===== config.mk =====
export PLATFORM = sky130hd
export DESIGN_NAME = alu_control_seq
export DESIGN_NICKNAME = d
export VERILOG_FILES = /design/src/rtl/alu_pkg.sv /design/src/rtl/mul_div_iter.sv /design/src/rtl/alu_control_seq.sv
export SDC_FILE = /design/constraint.sdc
export NUM_CORES = 1
export LEC_CHECK = 0
export ABC_AREA = 1
export BUFFER_PORTS_ARGS = -buffer_cell sky130_fd_sc_hd__buf_2
export CORE_MARGIN = 2
export CORE_UTILIZATION = 60
export CTS_CLUSTER_SIZE = 40
export DETAILED_ROUTE_END_ITERATION = 10
export PLACE_DENSITY = 0.86
export SLEW_MARGIN = 10
export SYNTH_ARGS = -nofsm -noshare
export SYNTH_HDL_FRONTEND = slang
export SYNTH_SLANG_ARGS = --single-unit

===== constraint.sdc =====
create_clock -name Clock -period 3.79 [get_ports Clock]
set_input_delay 0.379 -clock Clock [delete_from_list [all_inputs] [get_ports Clock]]
set_output_delay 0.379 -clock Clock [all_outputs]
set_load 0.01 [all_outputs]

===== src/rtl/alu_pkg.sv =====
// Shared encodings for the ALU control front end: opcodes, funct fields,
// ALU control codes, FSM states and the decode helper.
package alu_pkg;

  localparam int MD_ITER_DEF = 32;

  localparam logic [2:0] OP_ADD = 3'b000;
  localparam logic [2:0] OP_SUB = 3'b001;
  localparam logic [2:0] OP_RTYPE = 3'b010;
  localparam logic [2:0] OP_AND = 3'b011;
  localparam logic [2:0] OP_OR = 3'b100;
  localparam logic [2:0] OP_XOR = 3'b101;
  localparam logic [2:0] OP_SLT = 3'b110;

  localparam logic [5:0] FN_SLL = 6'h00;
  localparam logic [5:0] FN_SRL = 6'h02;
  localparam logic [5:0] FN_MULT = 6'h18;
  localparam logic [5:0] FN_DIV = 6'h1A;
  localparam logic [5:0] FN_ADD = 6'h20;
  localparam logic [5:0] FN_SUB = 6'h22;
  localparam logic [5:0] FN_AND = 6'h24;
  localparam logic [5:0] FN_OR = 6'h25;
  localparam logic [5:0] FN_XOR = 6'h26;
  localparam logic [5:0] FN_NOR = 6'h27;
  localparam logic [5:0] FN_SLT = 6'h2A;

  localparam logic [3:0] CTL_AND = 4'b0000;
  localparam logic [3:0] CTL_OR = 4'b0001;
  localparam logic [3:0] CTL_ADD = 4'b0010;
  localparam logic [3:0] CTL_XOR = 4'b0011;
  localparam logic [3:0] CTL_SUB = 4'b0110;
  localparam logic [3:0] CTL_SLT = 4'b0111;
  localparam logic [3:0] CTL_MULT = 4'b1000;
  localparam logic [3:0] CTL_DIV = 4'b1001;
  localparam logic [3:0] CTL_NOR = 4'b1100;
  localparam logic [3:0] CTL_SRL = 4'b1101;
  localparam logic [3:0] CTL_SLL = 4'b1111;

  typedef enum logic [1:0] {ST_IDLE, ST_MD_RUN, ST_MD_DONE} state_e;

  typedef struct packed {
    logic [3:0] code;
    logic       illegal;
  } dec_t;

  // Undefined opcodes/functs fall back to add so the ALU still sees a legal code.
  function automatic dec_t decode(input logic [2:0] op, input logic [5:0] fn);
    dec_t d;
    d.code = CTL_ADD;
    d.illegal = 1'b0;
    case (op)
      OP_ADD: d.code = CTL_ADD;
      OP_SUB: d.code = CTL_SUB;
      OP_AND: d.code = CTL_AND;
      OP_OR: d.code = CTL_OR;
      OP_XOR: d.code = CTL_XOR;
      OP_SLT: d.code = CTL_SLT;
      OP_RTYPE: begin
        case (fn)
          FN_ADD: d.code = CTL_ADD;
          FN_SUB: d.code = CTL_SUB;
          FN_AND: d.code = CTL_AND;
          FN_OR: d.code = CTL_OR;
          FN_XOR: d.code = CTL_XOR;
          FN_NOR: d.code = CTL_NOR;
          FN_SLT: d.code = CTL_SLT;
          FN_SLL: d.code = CTL_SLL;
          FN_SRL: d.code = CTL_SRL;
          FN_MULT: d.code = CTL_MULT;
          FN_DIV: d.code = CTL_DIV;
          default: d.illegal = 1'b1;
        endcase
      end
      default: d.illegal = 1'b1;
    endcase
    return d;
  endfunction

endpackage


===== src/rtl/mul_div_iter.sv =====
// Iterative unsigned multiply (shift-add) / divide (restoring), one bit per cycle.
// done_o marks the final iteration; result_o is valid alongside it.
module mul_div_iter #(
  parameter int WIDTH   = 32,
  parameter int MD_ITER = 32
) (
  input  logic             clk_i,
  input  logic             abort_i,
  input  logic             start_i,
  input  logic             div_i,
  input  logic [WIDTH-1:0] a_i,
  input  logic [WIDTH-1:0] b_i,
  output logic             done_o,
  output logic [WIDTH-1:0] result_o
);
  localparam int CW = (MD_ITER > 1) ? $clog2(MD_ITER) : 1;

  logic [2*WIDTH-1:0] acc_q, acc_d;
  logic [WIDTH-1:0]   m_q;
  logic [CW-1:0]      cnt_q;
  logic               run_q, div_q, bz_q;

  logic [WIDTH:0] sum, rem, diff, sel;
  logic           ge;
  logic           unused_sel_msb;

  // acc holds {partial product, multiplier} or {remainder, dividend/quotient}
  always_comb begin
    sum  = {1'b0, acc_q[2*WIDTH-1:WIDTH]} + (acc_q[0] ? {1'b0, m_q} : '0);
    rem  = {acc_q[2*WIDTH-1:WIDTH], acc_q[WIDTH-1]};
    ge   = (rem >= {1'b0, m_q});
    diff = rem - {1'b0, m_q};
    sel  = ge ? diff : rem;
    if (div_q) acc_d = {sel[WIDTH-1:0], acc_q[WIDTH-2:0], ge};
    else       acc_d = {sum, acc_q[WIDTH-1:1]};
  end
  assign unused_sel_msb = sel[WIDTH];

  assign done_o   = run_q && (cnt_q == CW'(MD_ITER - 1));
  assign result_o = (div_q && bz_q) ? '1 : acc_d[WIDTH-1:0];

  always_ff @(posedge clk_i) begin
    if (abort_i) begin
      run_q <= 1'b0;
      cnt_q <= '0;
    end else if (start_i) begin
      run_q <= 1'b1;
      cnt_q <= '0;
      div_q <= div_i;
      bz_q  <= (b_i == '0);
      m_q   <= div_i ? b_i : a_i;
      acc_q <= {{WIDTH{1'b0}}, (div_i ? a_i : b_i)};
    end else if (run_q) begin
      acc_q <= acc_d;
      cnt_q <= cnt_q + 1'b1;
      if (done_o) run_q <= 1'b0;
    end
  end

endmodule


===== src/rtl/alu_control_seq.sv =====
// ALU control decode with registered outputs, plus a FSM that sequences
// multi-cycle multiply/divide through mul_div_iter.
module alu_control_seq
  import alu_pkg::*;
#(
  parameter int MD_ITER = MD_ITER_DEF,
  parameter int WIDTH   = 32
) (
  input  logic             Clock,
  input  logic             Reset,
  input  logic             Valid_In,
  output logic             Ready_In,
  input  logic             Flush,
  input  logic [2:0]       ALU_Op,
  input  logic [5:0]       Funct,
  input  logic [4:0]       Shamt_In,
  input  logic [WIDTH-1:0] Operand_A,
  input  logic [WIDTH-1:0] Operand_B,
  output logic [3:0]       Control_ALU,
  output logic [4:0]       Shamt,
  output logic             Valid_Out,
  output logic             Use_MD,
  output logic [WIDTH-1:0] MD_Result,
  output logic             Stall,
  output logic             Illegal
);
  state_e           state_q;
  logic [3:0]       md_op_q;
  dec_t             dec;
  logic             is_md, accept, md_done;
  logic [WIDTH-1:0] md_res;

  assign dec      = decode(ALU_Op, Funct);
  assign is_md    = (dec.code == CTL_MULT) || (dec.code == CTL_DIV);
  assign Ready_In = (state_q == ST_IDLE);
  assign accept   = Valid_In && Ready_In && !Flush;

  mul_div_iter #(.WIDTH(WIDTH), .MD_ITER(MD_ITER)) u_md (
    .clk_i   (Clock),
    .abort_i (Reset || Flush),
    .start_i (accept && is_md),
    .div_i   (dec.code == CTL_DIV),
    .a_i     (Operand_A),
    .b_i     (Operand_B),
    .done_o  (md_done),
    .result_o(md_res)
  );

  always_ff @(posedge Clock) begin
    if (Reset) begin
      state_q     <= ST_IDLE;
      md_op_q     <= CTL_ADD;
      Control_ALU <= CTL_ADD;
      Shamt       <= '0;
      Valid_Out   <= 1'b0;
      Use_MD      <= 1'b0;
      MD_Result   <= '0;
      Stall       <= 1'b0;
      Illegal     <= 1'b0;
    end else begin
      Valid_Out <= 1'b0;
      Use_MD    <= 1'b0;
      Illegal   <= 1'b0;
      if (Flush) begin
        state_q <= ST_IDLE;
        Stall   <= 1'b0;
      end else begin
        case (state_q)
          ST_IDLE: if (accept) begin
            if (is_md) begin
              state_q <= ST_MD_RUN;
              md_op_q <= dec.code;
              Stall   <= 1'b1;
            end else begin
              Control_ALU <= dec.code;
              Shamt       <= (dec.code == CTL_SLL || dec.code == CTL_SRL) ? Shamt_In : '0;
              Valid_Out   <= 1'b1;
              Illegal     <= dec.illegal;
            end
          end
          ST_MD_RUN: if (md_done) begin
            state_q     <= ST_MD_DONE;
            Stall       <= 1'b0;
            Valid_Out   <= 1'b1;
            Use_MD      <= 1'b1;
            Control_ALU <= md_op_q;
            Shamt       <= '0;
            MD_Result   <= md_res;
          end
          default: state_q <= ST_IDLE;
        endcase
      end
    end
  end

endmodule

==> impl_metrics.json <==
{
  "utilization_pct": 67.98,
  "die-height_um": 150.9,
  "synthTopCellsByArea": "edfxtp_1 (23%), nand2_1 (20%), inv_1 (9.9%)",
  "cts_tree": "done",
  "first_pass_iters": 9,
  "rsz0062_at_grt": "false",
  "seq_area_frac_synth_pct": 31.52,
  "io-pin-count": 128,
  "synth_edf_count": 98,
  "numPortBuffers": 127,
  "synth_top_area_share_pct": 22.71,
  "htreeDepth": 4,
  "fp.dieW_um": 150.9,
  "drt_first_iter_violations": 1536,
  "netlist_area_um2": 12960,
  "dpl.hpwl_mm": 32.72,
  "wl_per_cell_um": 17.39,
  "ys_types": 47,
  "critPathKind": "flip-flop to flip-flop",
  "syn2layout_area_growth_pct": 10.65,
  "wl_mm": 42.32,
  "synth_nets": 2196,
  "cp.arrival_ps": 3100,
  "grt_pass1_vias": 13020,
  "total_power_mw": 3.656,
  "finalHoldViolCount": 0,
  "cp.required_ps": 3960,
  "root_buffer": "clkbuf_16",
  "end_kind": "flip-flop",
  "maxCapViolCount": 0,
  "hp-class": "primary input to flip-flop",
  "power-per-cell-area_nw_per_um2": 255.0,
  "synth_area_leader_cell": "edfxtp_1",
  "yosys_warnings": 0,
  "synth-main-ff-cell": "edfxtp_1",
  "vias": 14040,
  "total_leakage_power_nw": 7.762,
  "drc": 0,
  "place.gp.congestion": 1.001,
  "fin_area_um2": 14340,
  "diodes": 0,
  "fmax_mhz": 341.1,
  "worstMarginPinSlew_ps": 985.4,
  "clk_latency_ps": 430,
  "cts_sinks": 155,
  "worst_setup_path_start_kind": "flip-flop",
  "coreArea_um2": 21090,
  "slew_headroom_pct": 34.15,
  "grt_antenna_before_repair": 0,
  "grt_max_degree": 57,
  "postRouteAntennaNets": 0,
  "ctsHoldBuffers": 0,
  "drive_gt1_share_pct": 9.727,
  "post_dp_cell_area_um2": 13780,
  "final-max-slew-violation-count": 0,
  "overflow": 0,
  "fin_worst_skew_ps": 12.28,
  "period_share_pct": 77.35,
  "rows": 53,
  "grt_use_total_pct": 37.87,
  "start_util_pct": 61.44,
  "cts_made_buffers": 17,
  "vdd.ir_drop.worst_mv": 0.3275,
  "setup_tns_ps": 0,
  "path_max_fanout": 19,
  "syn_avg_cell_area_um2": 6.332,
  "viasPerCell": 5.770,
  "cts_buffer_depth": 2,
  "most-common-layout-cells": "nand2_1 (705), inv_1 (339), nand3_1 (188)",
  "post_cts_resize_count": 0,
  "syn_inst": 2046,
  "dieArea_um2": 22780,
  "synth-seq-cells": 155,
  "fin_crit_ps": 2932,
  "whs_ps": 213.8,
  "final-setup-viol-count": 0,
  "status": "completed",
  "postCtsSetupBuffers": 0,
  "final_common_cell": "nand2_1",
  "grt_pass1_wl_mm": 66.61,
  "path_clk_slew_ps": 70,
  "finalNetCount": 2296,
  "synthArstFlopShare_pct": 0
}
-- metrics by stage --
step                setup slack (ps)  instances
CTS                            876.1       2434
detailed placement             891.9       2402
global route                   588.3       2434
finish                         858.3       2434
global placement               922.2       2402
floorplan                      630.1       2046
-- cells in the mapped netlist, types with 26 or more instances --
master	n
edfxtp_1	98
a21oi_1	104
ha_1	66
dfxtp_1	57
o21ai_0	83
a31oi_1	26
nor2_1	145
nand2_1	705
nand3_1	188
inv_1	340
nand3b_1	39
clkbuf_1	31
-- path summary, 6_finish.rpt --
kind	startpoint	cells past startpoint	endpoint	slack, ps
min reg2reg	md_op_q[2]	2	md_op_q[2]	450
min	Shamt_In[1]	3	Shamt[1]	210
max	u_md.acc_q[55]	14	u_md.acc_q[50]	860
max reg2reg	u_md.acc_q[55]	14	u_md.acc_q[50]	860
-- power breakdown --
part	total [mW]	switching (mW)	internal, mW
combinational	0.202	0.128	0.0733
sequential	1.79	0.00252	1.78
clock	1.67	0.774	0.895
total	3.66	0.905	2.75
-- final cells by class --
| class | count | area (um^2) |
|---|---|---|
| well taps | 275 | 344.1 |
| clock inverters | 13 | 101.3 |
| fillers | 1930 | 6751 |
| flip-flops and latches | 155 | 4084 |
| repair buffers | 145 | 783.3 |
| multi-input cells | 1480 | 7267 |
| inverters | 347 | 1303 |
| clock buffers | 19 | 454.2 |
-- flip-flops by register name (all words and copies together), names as in the netlist, 2 cells and up --
name         count
u_md.m_q        32
Control_ALU      4
Shamt            5
state_q          2
md_op_q          4
MD_Result       32
u_md.acc_q      64
u_md.cnt_q       5
-- cells by family after synthesis --
family	count (synthesis)	share of synthesized area, %
compound gates	253	10.64
xor+xnor	16	1.082
fa+ha+maj	68	6.683
buf+inv	411	12.53
flops	155	31.52
mux	2	0.1545
simple gates	1141	37.39
-- layer usage --
metal	up-vias	part of all wire, %	track usage (%)
met1	6301	41	51.49
met5	-	0	0
li1	6744	-	-
met3	134	11	6.807
met4	0	4.5	16.73
met2	864	44	59.23
-- worst max-delay path, cell delays in order (launching register included) --
cell and delay [ps]:
edfxtp_1 470, ha_1 400, nand2_1 90, inv_1 80
nand2_1 110, nor2_1 190, and3_1 180, nand2_1 110
nand2_1 150, nand2_2 70, nand2_2 240, buf_4 310
nand2_1 80, nand3_1 90, a21oi_1 80
Note: power is estimated with default switching activity, not from simulation.
